$ cat src/rtl/register_file_be.sv
// Multi-port register file with byte-lane writes, two registered read ports
// and a one-entry-per-cycle bulk-clear sweep that blocks writes while running.
module register_file_be #(
    parameter int WIDTH = 64,
    parameter int DEPTH = 8,
    parameter int AW    = 3
) (
    input  logic                 clk,
    input  logic                 reset_n,
    input  logic                 we,
    input  logic [AW-1:0]        waddr,
    input  logic [WIDTH/8-1:0]   wbe,
    input  logic [WIDTH-1:0]     wdata,
    input  logic                 re0,
    input  logic                 re1,
    input  logic [AW-1:0]        raddr0,
    input  logic [AW-1:0]        raddr1,
    output logic [WIDTH-1:0]     rdata0,
    output logic [WIDTH-1:0]     rdata1,
    input  logic                 clr,
    output logic                 busy
);

    localparam int NB = WIDTH / 8;
    localparam logic [AW-1:0] CNT_ONE  = AW'(1);
    localparam logic [AW-1:0] CNT_LAST = AW'(DEPTH - 1);

    typedef enum logic [0:0] {
        IDLE  = 1'b0,
        CLEAR = 1'b1
    } state_t;

    state_t            state_r;
    state_t            state_nxt_s;
    logic [AW-1:0]     cnt_r;
    logic [AW-1:0]     cnt_nxt_s;
    logic [WIDTH-1:0]  mem_r     [DEPTH];
    logic [WIDTH-1:0]  mem_nxt_s [DEPTH];
    logic [WIDTH-1:0]  rdata0_r;
    logic [WIDTH-1:0]  rdata1_r;
    logic              busy_r;
    logic              wr_acc_s;

    function automatic logic [WIDTH-1:0] merge_lanes(
        input logic [WIDTH-1:0] old_val,
        input logic [WIDTH-1:0] new_val,
        input logic [NB-1:0]    be
    );
        logic [WIDTH-1:0] res;
        res = old_val;
        for (int b = 0; b < NB; b++) begin
            if (be[b]) begin
                res[8*b +: 8] = new_val[8*b +: 8];
            end else begin
                res[8*b +: 8] = old_val[8*b +: 8];
            end
        end
        return res;
    endfunction

    // Sweep FSM next-state and counter.
    always_comb begin
        state_nxt_s = state_r;
        cnt_nxt_s   = cnt_r;
        case (state_r)
            IDLE: begin
                if (clr) begin
                    state_nxt_s = CLEAR;
                    cnt_nxt_s   = {AW{1'b0}};
                end else begin
                    state_nxt_s = IDLE;
                    cnt_nxt_s   = cnt_r;
                end
            end
            CLEAR: begin
                cnt_nxt_s = cnt_r + CNT_ONE;
                if (cnt_r == CNT_LAST) begin
                    state_nxt_s = IDLE;
                end else begin
                    state_nxt_s = CLEAR;
                end
            end
            default: begin
                state_nxt_s = IDLE;
                cnt_nxt_s   = {AW{1'b0}};
            end
        endcase
    end

    // Post-edge entry values; reads sample these so they see same-edge writes and clears.
    always_comb begin
        wr_acc_s = we & (state_r == IDLE);
        for (int i = 0; i < DEPTH; i++) begin
            mem_nxt_s[i] = mem_r[i];
            if ((state_r == CLEAR) && (cnt_r == AW'(i))) begin
                mem_nxt_s[i] = {WIDTH{1'b0}};
            end else if (wr_acc_s && (waddr == AW'(i))) begin
                mem_nxt_s[i] = merge_lanes(mem_r[i], wdata, wbe);
            end else begin
                mem_nxt_s[i] = mem_r[i];
            end
        end
    end

    // State, storage and read-data registers.
    always_ff @(posedge clk or negedge reset_n) begin
        if (!reset_n) begin
            state_r  <= IDLE;
            cnt_r    <= {AW{1'b0}};
            busy_r   <= 1'b0;
            rdata0_r <= {WIDTH{1'b0}};
            rdata1_r <= {WIDTH{1'b0}};
            for (int i = 0; i < DEPTH; i++) begin
                mem_r[i] <= {WIDTH{1'b0}};
            end
        end else begin
            state_r <= state_nxt_s;
            cnt_r   <= cnt_nxt_s;
            busy_r  <= (state_nxt_s == CLEAR);
            for (int i = 0; i < DEPTH; i++) begin
                mem_r[i] <= mem_nxt_s[i];
            end
            if (re0) begin
                rdata0_r <= mem_nxt_s[raddr0];
            end else begin
                rdata0_r <= rdata0_r;
            end
            if (re1) begin
                rdata1_r <= mem_nxt_s[raddr1];
            end else begin
                rdata1_r <= rdata1_r;
            end
        end
    end

    assign rdata0 = rdata0_r;
    assign rdata1 = rdata1_r;
    assign busy   = busy_r;

endmodule
$ cat config.mk
export PLATFORM = sky130hd
export DESIGN_NAME = register_file_be
export DESIGN_NICKNAME = d
export VERILOG_FILES = /design/src/rtl/register_file_be.sv
export SDC_FILE = /design/constraint.sdc
export NUM_CORES = 1
export LEC_CHECK = 0
export CAP_MARGIN = 25
export CORE_ASPECT_RATIO = 1.5
export CORE_MARGIN = 1
export CORE_UTILIZATION = 59
export CTS_CLUSTER_DIAMETER = 200
export DETAILED_ROUTE_END_ITERATION = 8
export GPL_TIMING_DRIVEN = 0
export PLACE_DENSITY = 0.8
export SLEW_MARGIN = 0
export SYNTH_ARGS = -nofsm -noshare
export SYNTH_HDL_FRONTEND = slang
export SYNTH_SLANG_ARGS = --single-unit
$ cat constraint.sdc
create_clock -name clk -period 2.75 [get_ports clk]
set_input_delay 0.4125 -clock clk [delete_from_list [all_inputs] [get_ports clk]]
set_output_delay 0.4125 -clock clk [all_outputs]
set_load 0.1 [all_outputs]
==> metrics.md, run 1 <==
| Metric | Value |
|---|---|
| Slew @ Worst Pin | 1.06 ns |
| Htree depth | 2 |
| Die area | 56,200 um^2 |
| Post-Route WL | 129,000 um |
| Share of layout cells above drive strength 1 | 0.104 |
| Post-route cell area | 37,600 um^2 |
| Core area | 54,700 um^2 |
| Yosys top cell area share | 0.495 |
| Crit-path max FO | 10 |
| Final setup viols | 53 |
| WP data required | 3.28 ns |
| Mean Syn Cell Area | 10.6 um^2 |
| Vias in the first global route | 30,068 |
| Crit Path Category | input port to register |
| WL per Instance | 31.8 um |
| Remaining Overflow, GRT | 0 |
| Util after Layout | 0.688 |
| R2R setup slack | -0.10 ns |
| Netlist cell types | 52 |
| Synth Register Bits | 644 |
| WHS Path Cells | 3 |
| Post-synth design cell area | 32,600 um^2 |
| Reg2reg end | rdata0[46] |
| Placement Setup Slack | -0.640 ns |
| Starting DRT DRC Count | 3,932 |
| Fin nets | 3,409 |
| Crit path arrival time | 3.38 ns |
| Setup TNS Final | -1.75 ns |
| Mapped Cells | 3,081 |
| LEAKAGE | 17.8 nW |
| Post-DP HPWL | 87,700 um |
| Placed Cells | 3,952 |
| Die span in y | 290 um |
| Area leader, netlist | dfrtp_1 |
| Initial Util | 0.596 |
| CTS buffer count | 61 |
| Initial antenna violation count | 6 |
| Max-slew violations | 0 |
| # DRC | 1 |
| Reg2reg start | busy |
| Hold_sp | wdata[5] |
| Clock Path Buffers | 3 |
| Vias after detailed routing | 30,128 |
| Final Hold Viols | 0 |
| Period minus WS final | 2.85 ns |
| Worst hold path class | input port to register |
| Std-Cell Rows | 105 |
| Cell Count, Final, Fillers Out | 4,066 |
| Outcome | finished with violations |
| Clock Latency Late Sink | 0.66 ns |
| Slew HR | 0.294 |
| First-pass GRT wire length | 189,000 um |
| Setup WS post-layout | -0.105 ns |
| Largest net degree at the start of global routing | 122 |
| Clock-pin slew on the worst setup and hold paths | 0.06 ns |
| Via density per instance | 7.41 |
| Synth warn | 0 |
| Worst clock skew | 0.0161 ns |
| Peak supply drop | 640 uV |
| Max-cap violations | 0 |
| All-Layer GR Usage | 0.454 |
| Period utilization | 1.04 |
| Routed Antenna Nets | 0 |
| Clock tree sinks | 644 |
| Number of setup buffers added after CTS | 0 |
| FF-to-FF path depth | 8 |
| Startpoint Class | input port |
| Root Buffer | clkbuf_16 |
| IO Pins | 216 |
| Worst Hold Path EP | mem_r[5] |
| Count of port buffers added during placement | 163 |
| Register area share after synthesis | 0.495 |
| Synth area leaders | dfrtp_1, mux2i_1, o221ai_1 |
| Peak Freq | 0.350 GHz |
| Worst setup EP type | register |
| Global placer's final weighted congestion | 0.996 |
| Syn Nets | 3,174 |
| Dpl cell area | 35,300 um^2 |
| Area grow syn2layout | 15.4% |
| Failing checks | DRC, setup timing |
| Chip width | 194 um |
| First drt pass iteration count | 9 |
| CTS tree | done |
| Final Power | 32.0 mW |
| Pwr/cell area | 851 nW/um^2 |
| Hold slack | 0.309 ns |
## cell families (layout without fill, tap and decap cells)
logic type / Yosys count / count (layout) / synth area share
adders and majority gates: 6 / 6 / 0.00230
AOI/OAI and AO/OA: 784 / 784 / 0.190
buffers and inverters: 355 / 640 / 0.0453
muxes: 509 / 509 / 0.158
and+or+nand+nor: 783 / 783 / 0.110
DFF: 644 / 644 / 0.495
other: 0 / 5 / 0
## report_power, final
group	leakage, nW	internal, mW	switching, mW
clock	1.02	4.91	3.94
combinational	8.04	2.68	8.98
sequential	8.79	10.8	0.618
## flip-flops by register name, indices dropped and copies added, names as in the netlist
register / count
mem_r: 512
busy: 1
rdata1: 64
rdata0: 64
cnt_r: 3
## what timing repair did
item	4_1_cts	5_1_grt
gates resized for setup	70	83
hold buffers	1	0
cloned	0	0
hold endpoints to repair	96	0
setup endpoints to repair	335	148
## cell type report
| type | count | area, um^2 |
|---|---|---|
| fill | 4195 | 17100 |
| sequential | 644 | 16100 |
| multi-input combinational | 2082 | 15100 |
| timing repair buffer | 177 | 1890 |
| clock buffer | 83 | 1750 |
| buffer | 307 | 1440 |
| tap | 695 | 870 |
| clock inverter | 30 | 287 |
| inverter | 43 | 161 |
| antenna | 5 | 12.5 |
## cell usage in the layout, fill, tap and decap left out, types with 15 or more instances in the layout
master,count
buf_2,19
clkbuf_2,61
inv_1,43
nor2_1,481
a221oi_1,34
nand2_1,148
buf_4,15
o221ai_1,340
clkbuf_1,184
o22ai_1,221
nand2_2,17
o21ai_1,24
nor2b_1,29
mux2i_1,473
dfrtp_1,643
clkbuf_4,15
clkinv_2,21
and2_1,20
o2bb2ai_1,92
clkdlybuf4s50_1,161
clkbuf_16,63
o32ai_1,34
mux2_2,36
nor2_4,18
## worst max-delay path by stage
stage,to,startpoint,slack [ns],cells after the start
after floorplan,rdata1[57],busy,0.22,7
after global placement,mem_r[355],reset_n,-26.27,1
after detailed placement,rdata0[44],raddr0[1],-0.64,7
after CTS,rdata0[44],busy,0.003,9
after global routing,rdata1[29],cnt_r[1],-0.001,10
final,rdata1[63],raddr1[2],-0.10,7
## metal layers
layer / routed length [um] / up-vias / global-route usage
met5: 55 / - / 0
li1: - / 12022 / -
met2: 57200 / 2547 / 0.696
met3: 15700 / 797 / 0.145
met4: 11200 / 8 / 0.347
met1: 45100 / 14754 / 0.537
## cells in the mapped netlist (all sizes together)
cell       n
buf       66
o221ai   342
mux2      36
o2bb2ai   92
nand4      1
a221oi    34
a21boi     3
o31ai      2
nand2b    11
and4b      1
nor2     521
nand4bb    1
and2      21
o21ai     38
o22a       1
o32ai     34
nor4bb     2
nor3       3
clkbuf   246
nand4b     3
a22oi      2
nor4b      1
ha         6
or3        1
nor2b     29
a21o       1
and3       2
a21oi      6
mux2i    473
or2        8
a22o       2
and4bb     1
a211oi     2
dfrtp    644
nand3      6
inv       43
nand2    171
o21a       2
a2111oi    2
o22ai    221
## worst max-delay path, stage by stage
cell,delay [ns]
clkdlybuf4s50_1,0.58
nor2_1,0.75
buf_6,0.26
clkbuf_1,0.67
o221ai_1,0.31
nand3_1,0.29
o2bb2ai_1,0.10
No activity file was read; power rests on OpenSTA's default activity.
==> run 2: changes to the inputs <==
--- a/config.mk
+++ b/config.mk
@@ -8,11 +8,11 @@
 export CAP_MARGIN = 25
 export CORE_ASPECT_RATIO = 1.5
 export CORE_MARGIN = 1
-export CORE_UTILIZATION = 59
+export CORE_UTILIZATION = 54
 export CTS_CLUSTER_DIAMETER = 200
 export DETAILED_ROUTE_END_ITERATION = 8
 export GPL_TIMING_DRIVEN = 0
-export PLACE_DENSITY = 0.8
+export PLACE_DENSITY = 0.77
 export SLEW_MARGIN = 0
 export SYNTH_ARGS = -nofsm -noshare
 export SYNTH_HDL_FRONTEND = slang
==> constraint.sdc (replaced) <==
create_clock -name clk -period 2.44 [get_ports clk]
set_input_delay 0.366 -clock clk [delete_from_list [all_inputs] [get_ports clk]]
set_output_delay 0.366 -clock clk [all_outputs]
set_load 0.1 [all_outputs]
==> run 2 against run 1 <==
Against the previous run:
- the flow finishes with violations (setup timing)
- critical endpoint is now rdata1[46]
- critical path type unchanged
- sequential power rose by 12%
- largest power group unchanged
- sequential cell count unchanged
- via count fell by 0.49%
- global-route usage down 4.7 points
==> metrics.md, run 2 (synthesis gave the netlist of run 1 again) <==
| Metric | Value |
|---|---|
| Outcome | finished with violations |
| Failing checks | setup timing |
| Slew @ Worst Pin | 1.02 ns |
| Period utilization | 1.07 |
| Final setup viols | 82 |
| Period minus WS final | 2.61 ns |
| WP data required | 2.93 ns |
| Sequential cell area | 16,100 um^2 |
| Count of port buffers added during placement | 163 |
| Clock tree sinks | 644 |
| RSZ-0062 raised after global routing | true |
| Worst clock skew | 0.0123 ns |
| Crit path arrival time | 3.10 ns |
| Vias after detailed routing | 29,980 |
| Clock Path Buffers | 3 |
| Vias in the first global route | 29,262 |
| Cell Count, Final, Fillers Out | 4,174 |
| Via density per instance | 7.18 |
| # DRC | 0 |
| Core area | 59,300 um^2 |
| Max-slew violations | 0 |
| Critical path origin | raddr1[2] |
| IO Pins | 216 |
| Commonest non-fill, non-tap cell in the layout | dfrtp_1 |
| Remaining Overflow, GRT | 0 |
| Root Buffer | clkbuf_16 |
| Most flop-heavy register | mem_r |
| Die span in y | 303 um |
| Startpoint Class | input port |
| Routed wl met3 | 15,400 um |
| Crit-path max FO | 10 |
| Global placer's final weighted congestion | 1.01 |
| Hold slack | 0.263 ns |
| Slew HR | 0.324 |
| Worst hold path class | input port to asynchronous set/reset pin |
| Peak supply drop | 652 uV |
| First drt pass iteration count | 7 |
| Post-Route WL | 128,000 um |
| Reg2reg start | busy |
| Post-DP HPWL | 87,400 um |
| Starting DRT DRC Count | 4,236 |
| First-pass GRT wire length | 185,000 um |
| Routed Antenna Nets | 0 |
| Placed Cells | 4,035 |
| Initial Util | 0.549 |
| Chip width | 203 um |
| Footprint of the multi-input gates | 15,500 um^2 |
| Peak Freq | 0.383 GHz |
| Die area | 61,300 um^2 |
| CTS tree | done |
| Clock-pin slew on the worst setup and hold paths | 0.07 ns |
| Wire length on met1 | 45,300 um |
| Met2 WL | 57,200 um |
| Share of layout cells above drive strength 1 | 0.137 |
| Top metal layer carrying routed signals | met5 |
| Commonest non-fill, non-tap cells in the layout | dfrtp_1, nor2_1, mux2i_1, o221ai_1, o22ai_1 |
| Largest net degree at the start of global routing | 126 |
| Initial antenna violation count | 10 |
| Clock Latency Late Sink | 0.64 ns |
| Fin nets | 3,435 |
| Final Hold Viols | 0 |
| Fillers | 4,661 |
| LEAKAGE | 18.6 nW |
| Std-Cell Rows | 109 |
| Max-cap violations | 0 |
| Pwr/cell area | 946 nW/um^2 |
| WL per Instance | 30.8 um |
| Setup WS post-layout | -0.170 ns |
| Area grow syn2layout | 18.1% |
| CTS buffer count | 60 |
| Worst setup EP type | register |
| Htree depth | 2 |
| Largest register FFs | 512 |
| All-Layer GR Usage | 0.407 |
| Crit Path Category | input port to register |
[run 2: power by group]
part / internal (mW) / total [mW] / switching, mW
clock: 5.68 / 10.0 / 4.34
sequential: 12.2 / 12.9 / 0.680
combinational: 3.19 / 13.5 / 10.3
[run 2: what timing repair did]
| item | CTS | global route |
|---|---|---|
| hold buffers | 1 | 0 |
| endpoints found under the setup margin | 525 | 219 |
| gates resized for setup | 284 | 158 |
| pin swaps | 3 | 15 |
| setup buffers | 6 | 24 |
| cloned | 0 | 3 |
| hold endpoints to repair | 64 | 0 |
[run 2: final timing paths]
path	end	slack [ns]	cells past startpoint
max in group asynchronous	mem_r[164]	0.62	4
hold reg to reg	rdata0[30]	0.48	1
hold / removal	mem_r[81]	0.26	2
min in group clk	mem_r[332]	0.26	3
setup reg to reg	rdata1[54]	-0.16	8
setup / recovery	rdata1[46]	-0.17	7
[run 2: layout make-up]
| type | count | area share |
|---|---|---|
| diodes | 7 | 0.000455 |
| plain buffers | 298 | 0.0399 |
| clock buffers | 87 | 0.0464 |
| clock inverters | 23 | 0.00715 |
| inverters | 43 | 0.00429 |
| multi-input cells | 2085 | 0.402 |
| flip-flops and latches | 644 | 0.419 |
| well taps | 777 | 0.0253 |
| repair buffers | 210 | 0.0558 |
[run 2: per-layer routing]
metal  global-route usage  vias up
met5                    0        -
met4                0.274       12
met3                0.125      694
met2                0.625     2508
met1                0.494    14689
li1                     -    12077
[run 2: worst max-delay path, stage by stage]
cell and delay (ns):
clkdlybuf4s50_1 0.67, nor2b_1 0.18, clkbuf_1 0.62, buf_1 0.59
o221ai_1 0.28, o21ai_1 0.23, o32ai_1 0.15
[run 2: stage by stage]
step                total power [mW]  setup WS [ns]  cell area, um^2  utilization  setup TNS [ns]
floorplan                       20.8          0.140            32600            -               0
global placement                24.9         -28.54            35200        0.593               -
detailed placement              25.3          -1.04            35500        0.598         -171.56
CTS                             35.2       -0.00315            37700        0.636        -0.00315
global route                    37.2         -0.159            38500        0.648           -9.50
finish                          36.4         -0.170            38500        0.649           -3.42
